`config.mk`:
```
export PLATFORM = sky130hd
export DESIGN_NAME = window_max
export DESIGN_NICKNAME = d
export VERILOG_FILES = /design/src/rtl/window_max.sv
export SDC_FILE = /design/constraint.sdc
export NUM_CORES = 1
export LEC_CHECK = 0
export BUFFER_PORTS_ARGS = -buffer_cell sky130_fd_sc_hd__buf_2
export CAP_MARGIN = 10
export CORE_MARGIN = 2
export CORE_UTILIZATION = 54
export CTS_BUF_LIST = sky130_fd_sc_hd__clkbuf_8
export DETAILED_ROUTE_END_ITERATION = 10
export GPL_TIMING_DRIVEN = 0
export PLACE_DENSITY = 0.82
export SYNTH_ARGS = -nofsm -noshare
export SYNTH_HDL_FRONTEND = slang
export SYNTH_SLANG_ARGS = --single-unit
```
`constraint.sdc`:
```
create_clock -name clock -period 2.4 [get_ports clock]
set_input_delay 0.12 -clock clock [delete_from_list [all_inputs] [get_ports clock]]
set_output_delay 0.12 -clock clock [all_outputs]
set_load 0.03 [all_outputs]
```
`src/rtl/window_max.sv`:
```
// rtl/window_max.sv - windowed maximum of shifted sums, CAPH-style FIFO actor
module window_max #(
    parameter int WINDOW = 4,
    parameter int SHIFT  = 3
) (
    input  logic        clock,
    input  logic        reset,
    input  logic        in0_empty,
    input  logic [15:0] in0,
    output logic        in0_rd,
    input  logic        out0_full,
    output logic [15:0] out0,
    output logic        out0_wr
);

    typedef enum logic {
        COLLECT = 1'b0,
        EMIT    = 1'b1
    } state_t;

    localparam logic [7:0] LAST = 8'(WINDOW - 1);

    state_t      state, state_next;
    logic [7:0]  count, count_next;
    logic [15:0] p_max, p_max_next;
    logic [15:0] mean;

    assign mean = in0 >> SHIFT;

    always_ff @(posedge clock or negedge reset) begin
        if (!reset) begin
            state <= COLLECT;
            count <= 8'd0;
            p_max <= 16'd0;
        end else begin
            state <= state_next;
            count <= count_next;
            p_max <= p_max_next;
        end
    end

    // Strobes are ANDed with reset so nothing moves while reset is held low.
    always_comb begin
        state_next = state;
        count_next = count;
        p_max_next = p_max;
        in0_rd     = 1'b0;
        out0_wr    = 1'b0;
        out0       = 16'h0000;
        case (state)
            COLLECT: begin
                if (!in0_empty) begin
                    in0_rd = reset;
                    if (count == 8'd0) begin
                        p_max_next = mean;
                    end else if (mean > p_max) begin
                        p_max_next = mean;
                    end
                    if (count == LAST) begin
                        count_next = 8'd0;
                        state_next = EMIT;
                    end else begin
                        count_next = count + 8'd1;
                    end
                end
            end
            EMIT: begin
                if (!out0_full) begin
                    out0_wr    = reset;
                    out0       = reset ? p_max : 16'h0000;
                    state_next = COLLECT;
                end
            end
            default: begin
                state_next = COLLECT;
            end
        endcase
    end

endmodule

```
### Yosys cells after proc, flatten, opt, wreduce, memory -nomap -nowiden

Index checks and enable logic that the tools add are counted.

| cells by class | value |
|---|---|
| equal/unequal tests | 1 |
| reductions and logical operators | 4 |
| magnitude comparators | 1 |
| bitwise gates (word level) | 2 |
| add/sub/neg operators | 1 |
| multiplexer cells | 14 |

Operators with widths:

| kind | count |
|---|---|
| $mux 16 | 5 |
| $gt 13x16->1 | 1 |
| $add 8x1->8 const B | 1 |
| $eq 8x2->1 const B | 1 |
| $logic_not 8->1 | 1 |
| $mux 8 | 1 |
| $mux 1 | 7 |
| $reduce_and 3->1 | 1 |
| $not 1->1 | 2 |
| $pmux 1 s2 | 1 |
| $reduce_and 2->1 | 1 |
| $reduce_bool 2->1 | 1 |

| word-level totals | value |
|---|---|
| input port bits | 20 |
| output and inout bits | 18 |
| word-level logic and storage cells | 26 |
| register bits | 25 |

### Logic depth before layout (Yosys ltp)

Gate-level depths: netlist of the first run.

| logic depth | value |
|---|---|
| word-level depth | 4 |
| mapped depth | 8 |
| gate-level depth less buffers | 7 |

### Least setup slack after synthesis of the first run

Ideal clock, no wire load.

| timing | value |
|---|---|
| kind | register to register |
| from | register p_max[12] |
| to | register p_max[10] |
| period minus slack after synthesis | 2.069 ns |
| path buffers | 1 |
| path slack | 0.331 ns |
| arrival time | 1.943 ns |
| stages on the path, launching flop included | 9 |
| required time | 2.275 ns |
| setup time | 0.125 ns |
| cells stage by stage | dfrtp_1 inv_1 ha_1 and3_1 nand3_1 a211o_1 a31oi_2 buf_6 mux2_4 |

| between the ends | value |
|---|---|
| longest elaborated chain between the ends | 3 |

Ends and longest elaborated chain:

| what | RTL line | source |
|---|---|---|
| start: declaration | 25 | `logic [15:0] p_max, p_max_next;` |
| start signal: assignment | 38 | `p_max <= p_max_next;` |
| $gt 13x16->1 | 56 | `end else if (mean > p_max) begin` |
| $reduce_bool 2->1 (no line) | -- |  |
| $reduce_and 3->1 (no line) | -- |  |

No other way between the ends.
A chain may end at the register's enable or synchronous reset.

### Final worst setup path of the first run

Ends and elaborated chain as after synthesis.

==> results of run 1 <==
-- sequential cells by signal (all words and copies together), names as in the netlist --
signal  count
p_max      13
count       8
state       1
-- logic make-up after synthesis --
logic type | Yosys count | share of synthesized area, %
compound gates | 15 | 8.77
fa+ha+maj | 15 | 13.2
mux | 13 | 12.9
buf+inv | 21 | 6.84
simple gates | 41 | 16.4
other cells | 1 | 0.263
flops | 22 | 38.6
xor+xnor | 5 | 3.07
-- report_power, final --
| part | leakage [nW] | switching (mW) | internal (mW) |
|---|---|---|---|
| Clock | 0.0288 | 0.121 | 0.146 |
| Sequential | 0.274 | 0.0985 | 0.508 |
| Combinational | 0.606 | 0.374 | 0.423 |
| Total | 0.909 | 0.594 | 1.08 |
-- per-stage QoR --
stage | setup WS (ps) | total power, mW | hold WS [ps] | area [µm²]
global placement | 171 | 1.37 | 118 | 1630
detailed placement | 124 | 1.41 | 124 | 1630
finish | 111 | 1.67 | 88.2 | 1690
CTS | 105 | 1.69 | 84.5 | 1690
floorplan | 331 | 1.24 | -176 | 1430
global route | 12.6 | 1.82 | 87.5 | 1690
-- layer usage --
metal / track usage (%) / vias up / part of all wire (%) / wire length (µm)
li1: - / 526 / - / -
met1: 20.4 / 504 / 42 / 1090
met2: 34.5 / 27 / 53 / 1360
met3: 4.68 / 4 / 4.0 / 103
met4: 6.97 / 0 / 1.1 / 29
met5: 0 / - / 0 / 0
-- worst paths after layout --
check,from,to,slack [ps],depth (start not counted)
max reg2reg,p_max[12]$_DFFE_PN0P_,p_max[10]$_DFFE_PN0P_,110,8
min in group asynchronous,reset,p_max[3]$_DFFE_PN0P_,360,2
max in group asynchronous,reset,p_max[12]$_DFFE_PN0P_,1690,2
min,out0_full,state$_DFF_PN0_,90,2
min reg2reg,count[4]$_DFFE_PN0P_,count[4]$_DFFE_PN0P_,490,1
max,p_max[12]$_DFFE_PN0P_,p_max[10]$_DFFE_PN0P_,110,8
-- cells in the final DEF (no fill, tap or decap), drive strengths merged, types with 3 or more instances in the layout --
master	instances
buf	35
nand2	5
nor2	4
and2	14
a21oi	4
ha	15
nand3	3
xnor2	5
nand4	5
dfrtp	22
conb	3
mux2	13
clkbuf	6
inv	15
and3	4
o21ai	3
-- timing repair --
| item | CTS | global route |
|---|---|---|
| hold buffers | 1 | 0 |
| buffers inserted | 0 | 0 |
| endpoints found under the hold margin | 22 | 0 |
-- area by class of cell --
cell class / count / area share (%)
Multi-Input combinational cell: 92 / 46.4
Sequential cell: 22 / 32.5
Timing Repair Buffer: 32 / 9.76
Inverter: 15 / 3.33
Clock buffer: 4 / 3.25
Buffer: 6 / 2.44
Tap cell: 30 / 2.22
==> metrics.cfg, run 1 <==
[layout]
insertedDiodeCount = 0
fin_util_pct = 67.7
nNetsFinal = 207
regArea_um2 = 551
multi_input_area_um2 = 786
layout-drive-gt1-share_pct = 31.6
area_delta_synth_final_pct = 18.6
n_fill_cell = 193
fin_cells = 201

[critical_path]
crit_type = reg -> reg
arrival_ps = 2440
cp_max_fo = 10
end_kind = flip-flop
critPathMaxStageDelay_ps = 370
critPathTopFamily = compound AO/OA/AOI/OAI gates
path_cells = inv_1, ha_1, and3_1, nand3_1, a211o_1, a31oi_2, buf_6, mux2_4
critPathBufInv = 2
worstSetupStartpointType = flip-flop
critPathRequiredTime_ps = 2550
slowest_stage = dfrtp_1

[synthesis]
synth_flop_cell = dfrtp_1
synthCells = 133
synth.distinct_cells = 30
synth_edf_count = 0
syn-cell-area_mm2 = 0.00143
syn-mean-instance-area_um2 = 10.7
ys_ff_latch = 22
netlist_top_cells_area = dfrtp_1 (39%), ha_1 (13%), mux2_4 (11%)
yosysTopAreaCell = dfrtp_1
synth_most_common_cell = dfrtp_1
async_flop_share_pct = 100
synth_top_area_share_pct = 38.6
synth.yosys.seq_area_share_pct = 38.6
synth.top_cells.by_count = dfrtp_1 (22), ha_1 (15), inv_1 (15)
yosysWarnings = 0

[clock_tree]
cts_buffer_depth = 2
cts.clk_slew.worst_paths_ps = 70
h-tree-depth = 1
cts_tree = done
cts_root_buf = clkbuf_8
cts_buffers = 3
cts_resized = 0
clk_latency_ps = 270
cts.sinks = 22

[placed_design]
gp_congestion = 0.798
dp.cells = 196
portBuffers = 31
dp_hpwl_mm = 2.06

[global_route]
grt_max_degree = 25
track_usage_pct = 18.7
grt_pass1_wl_mm = 4.62
grt_pass1_vias = 1157
grt_antenna_before_repair = 0
globalRoute.totalOverflow = 0

[detailed_routing]
wirelength_mm = 2.59
first_pass_iters = 4
postRouteAntennaNets = 0
routedWlPerCell_um = 12.9
via_count = 1061
drt-initial-drc-count = 21
drc = 0
vias_per_cell = 5.28

[floorplanning]
row_count = 18
die-area_mm2 = 0.00307
fp.dieW_um = 55.4
initial_core_util_pct = 57.1
die_h_um = 55.4
num_io_pins = 38
core-area_mm2 = 0.00250

[sta]
fin_skew_ps = 8.57
slew_headroom_pct = 65.1
hold_violations = 0
period_share_pct = 95.4
finalCriticalPeriod_ps = 2290
fin_setup_tns_ps = 0
fmax_mhz = 437
drv_slew = 0
tightest_slew_ps = 524
rsz0062_at_grt = false
finalSetupViolations = 0

[job]
drv_cap = 0

[power_and_ir_drop]
max-vdd-ir-drop_mv = 0.650
cellPowerDensity_mw_per_mm2 = 988
p_leak_nw = 0.909

[run_status]
status = complete, no violations

[min_path]
holdCritPathClass = in -> reg

Note: power is estimated with default switching activity, not from simulation.
==> run 2: changes to the inputs <==
--- a/config.mk
+++ b/config.mk
@@ -5,10 +5,11 @@
 export SDC_FILE = /design/constraint.sdc
 export NUM_CORES = 1
 export LEC_CHECK = 0
+export ABC_AREA = 1
 export BUFFER_PORTS_ARGS = -buffer_cell sky130_fd_sc_hd__buf_2
 export CAP_MARGIN = 10
 export CORE_MARGIN = 2
-export CORE_UTILIZATION = 54
+export CORE_UTILIZATION = 55
 export CTS_BUF_LIST = sky130_fd_sc_hd__clkbuf_8
 export DETAILED_ROUTE_END_ITERATION = 10
 export GPL_TIMING_DRIVEN = 0
==> run 2 against run 1 <==
Effect of this change:
- combinational power about the same
- sequential power up 11%
- final area up 5.8%
- routed wire length up 8.3%
- total power up 3.6%
==> metrics.cfg, run 2 <==
[placed_design]
gp_congestion = 0.815
dp_slack_ps = 610
dp_hpwl_mm = 2.17
portBuffers = 31

[clock_tree]
h-tree-depth = 1
cts_buffers = 3
cts_tree = done
cts_root_buf = clkbuf_8
cts_buffer_depth = 2
cts.clk_slew.worst_paths_ps = 80
clk_latency_ps = 260
cts.sinks = 22

[synthesis]
ys_ff_latch = 22
yosysTopAreaCell = dfrtp_1
syn-cell-area_mm2 = 0.00152
synthCells = 189
async_flop_share_pct = 100
synth.distinct_cells = 26
synth.top_cells.by_count = inv_1 (26), nand2_1 (24)
synth_most_common_cell = inv_1
synth_flop_cell = dfrtp_1
syn-mean-instance-area_um2 = 8.05
yosysWarnings = 0
netlist_top_cells_area = dfrtp_1 (36%), ha_1 (12%), nand2_2 (9.0%)
synth.yosys.seq_area_share_pct = 36.2
synth_top_area_share_pct = 36.2
synth_edf_count = 0

[layout]
mostFrequentLayoutCells = buf_2 (31), inv_1 (26), nand2_1 (24)
area_delta_synth_final_pct = 17.7
insertedDiodeCount = 0
nNetsFinal = 263
largestRegisters = p_max x13, count x8, state x1
regMostFlops = p_max
layout-drive-gt1-share_pct = 32.6
layout_commonest_cell = buf_2
largest_reg_flops = 13

[global_route]
track_usage_pct = 19.2
grt_pass1_wl_mm = 4.83
grt_pass1_vias = 1161
grt_max_degree = 24
globalRoute.totalOverflow = 0
grt_antenna_before_repair = 0

[sta]
period_share_pct = 90.2
finalCriticalPeriod_ps = 2160
finalSetupViolations = 0
fin_setup_tns_ps = 0
hold_violations = 0
fmax_mhz = 462
rsz0062_at_grt = false
drv_slew = 0
fin_ws_ps = 235
fin_skew_ps = 1.07

[detailed_routing]
postRouteAntennaNets = 0
drc = 0
via_count = 1255
first_pass_iters = 4
routedWlPerCell_um = 10.9
drt-initial-drc-count = 31
wirelength_mm = 2.81
vias_per_cell = 4.86

[critical_path]
critPathBufInv = 6
cp_max_fo = 23
crit_type = in -> out
crit_path_frequent_cell = inv_1
slowest_stage = dlygate4sd3_1
end_kind = output port
arrival_ps = 2040
critPathRequiredTime_ps = 2280
critPathTopFamily = buffers and inverters
timing.rr.start = p_max[7]$_DFFE_PN0P_
worstSetupStartpointType = primary input
critPathMaxStageDelay_ps = 530
path_cells = dlygate4sd3_1, clkbuf_4, inv_1, nor3_1, inv_1, clkbuf_1, nor2_1, buf_2
startpoint = reset

[power_and_ir_drop]
clkPwrFrac_pct = 15.4
pwr-share-comb_pct = 46.0
p_int_mw = 1.01
power_switching_mw = 0.723
p_leak_nw = 1.01
finalPower_mw = 1.73
cellPowerDensity_mw_per_mm2 = 967
max-vdd-ir-drop_mv = 0.897
switching_share_pct = 41.7
pwr-share-seq_pct = 38.7

[floorplanning]
fp.dieW_um = 56.6
initial_core_util_pct = 56.6
num_io_pins = 38
row_count = 19
core-area_mm2 = 0.00269
die-area_mm2 = 0.00320
die_h_um = 56.6

[run_status]
status = complete, no violations

[min_path]
holdCritPathClass = in -> reg
min-delay-start = out0_full

[job]
drv_cap = 0

## run 2: cell families after synthesis
group / synth area share [%]
simple gates: 34.0
buf+inv: 11.2
flops: 36.2
fa+ha+maj: 12.3
compound gates: 3.12
xor+xnor: 2.88
other cells: 0.246
## run 2: final timing paths
check	endpoint	slack [ps]	cells past startpoint
setup / recovery	out0[7]	240	8
hold reg to reg	p_max[1]$_DFFE_PN0P_	480	2
hold / removal	state$_DFF_PN0_	90	3
max in group asynchronous	p_max[3]$_DFFE_PN0P_	1840	2
min in group asynchronous	p_max[10]$_DFFE_PN0P_	320	2
setup reg to reg	p_max[5]$_DFFE_PN0P_	670	14
## run 2: per-stage QoR
step / hold WS, ps / instance area [µm²] / std cells / utilization (%)
after global routing: 109 / 1790 / 258 / 66.7
after detailed placement: 113 / 1720 / 253 / 64.1
after CTS: 86.8 / 1790 / 258 / 66.6
final: 85.2 / 1790 / 258 / 66.7
after floorplan: -176 / 1530 / 191 / -
after global placement: 114 / 1720 / 253 / 64.1
## run 2: power groups by stage
stage	logic (mW)	clock network, mW	registers (mW)
global route	0.919	0.286	0.690
detailed placement	0.799	0	0.672
finish	0.796	0.266	0.670
floorplan	0.657	0	0.646
global placement	0.779	0	0.664
CTS	0.806	0.273	0.669
## run 2: cell type report
type	instances	area, µm²
Sequential cell	22	551
Tap cell	31	38.8
Timing Repair Buffer	32	168
Multi-Input combinational cell	133	808
Clock buffer	4	55.1
Buffer	8	65.1
Inverter	28	105
Fill cell	250	896
## run 2: what timing repair did
action / 4_1_cts / 5_1_grt
endpoints found under the hold margin: 22 / 0
setup buffers: 0 / 0
setup endpoints to repair: 0 / 10
hold buffers: 1 / 0
gates resized for setup: 0 / 1
## run 2: layer usage
layer,GRT usage (%),vias to the layer above,share of wire (%)
met5,0,-,0
met4,4.08,0,0.50
met3,5.07,2,4.1
met2,32.7,24,51
met1,24.5,571,44
li1,-,658,-
## run 2: worst register-to-register path: cells and delay by family, from the launching register on
kind | cells | cell delay [ps]
flops | 1 | 370
buf+inv | 2 | 210
fa+ha+maj | 1 | 290
simple gates | 11 | 750
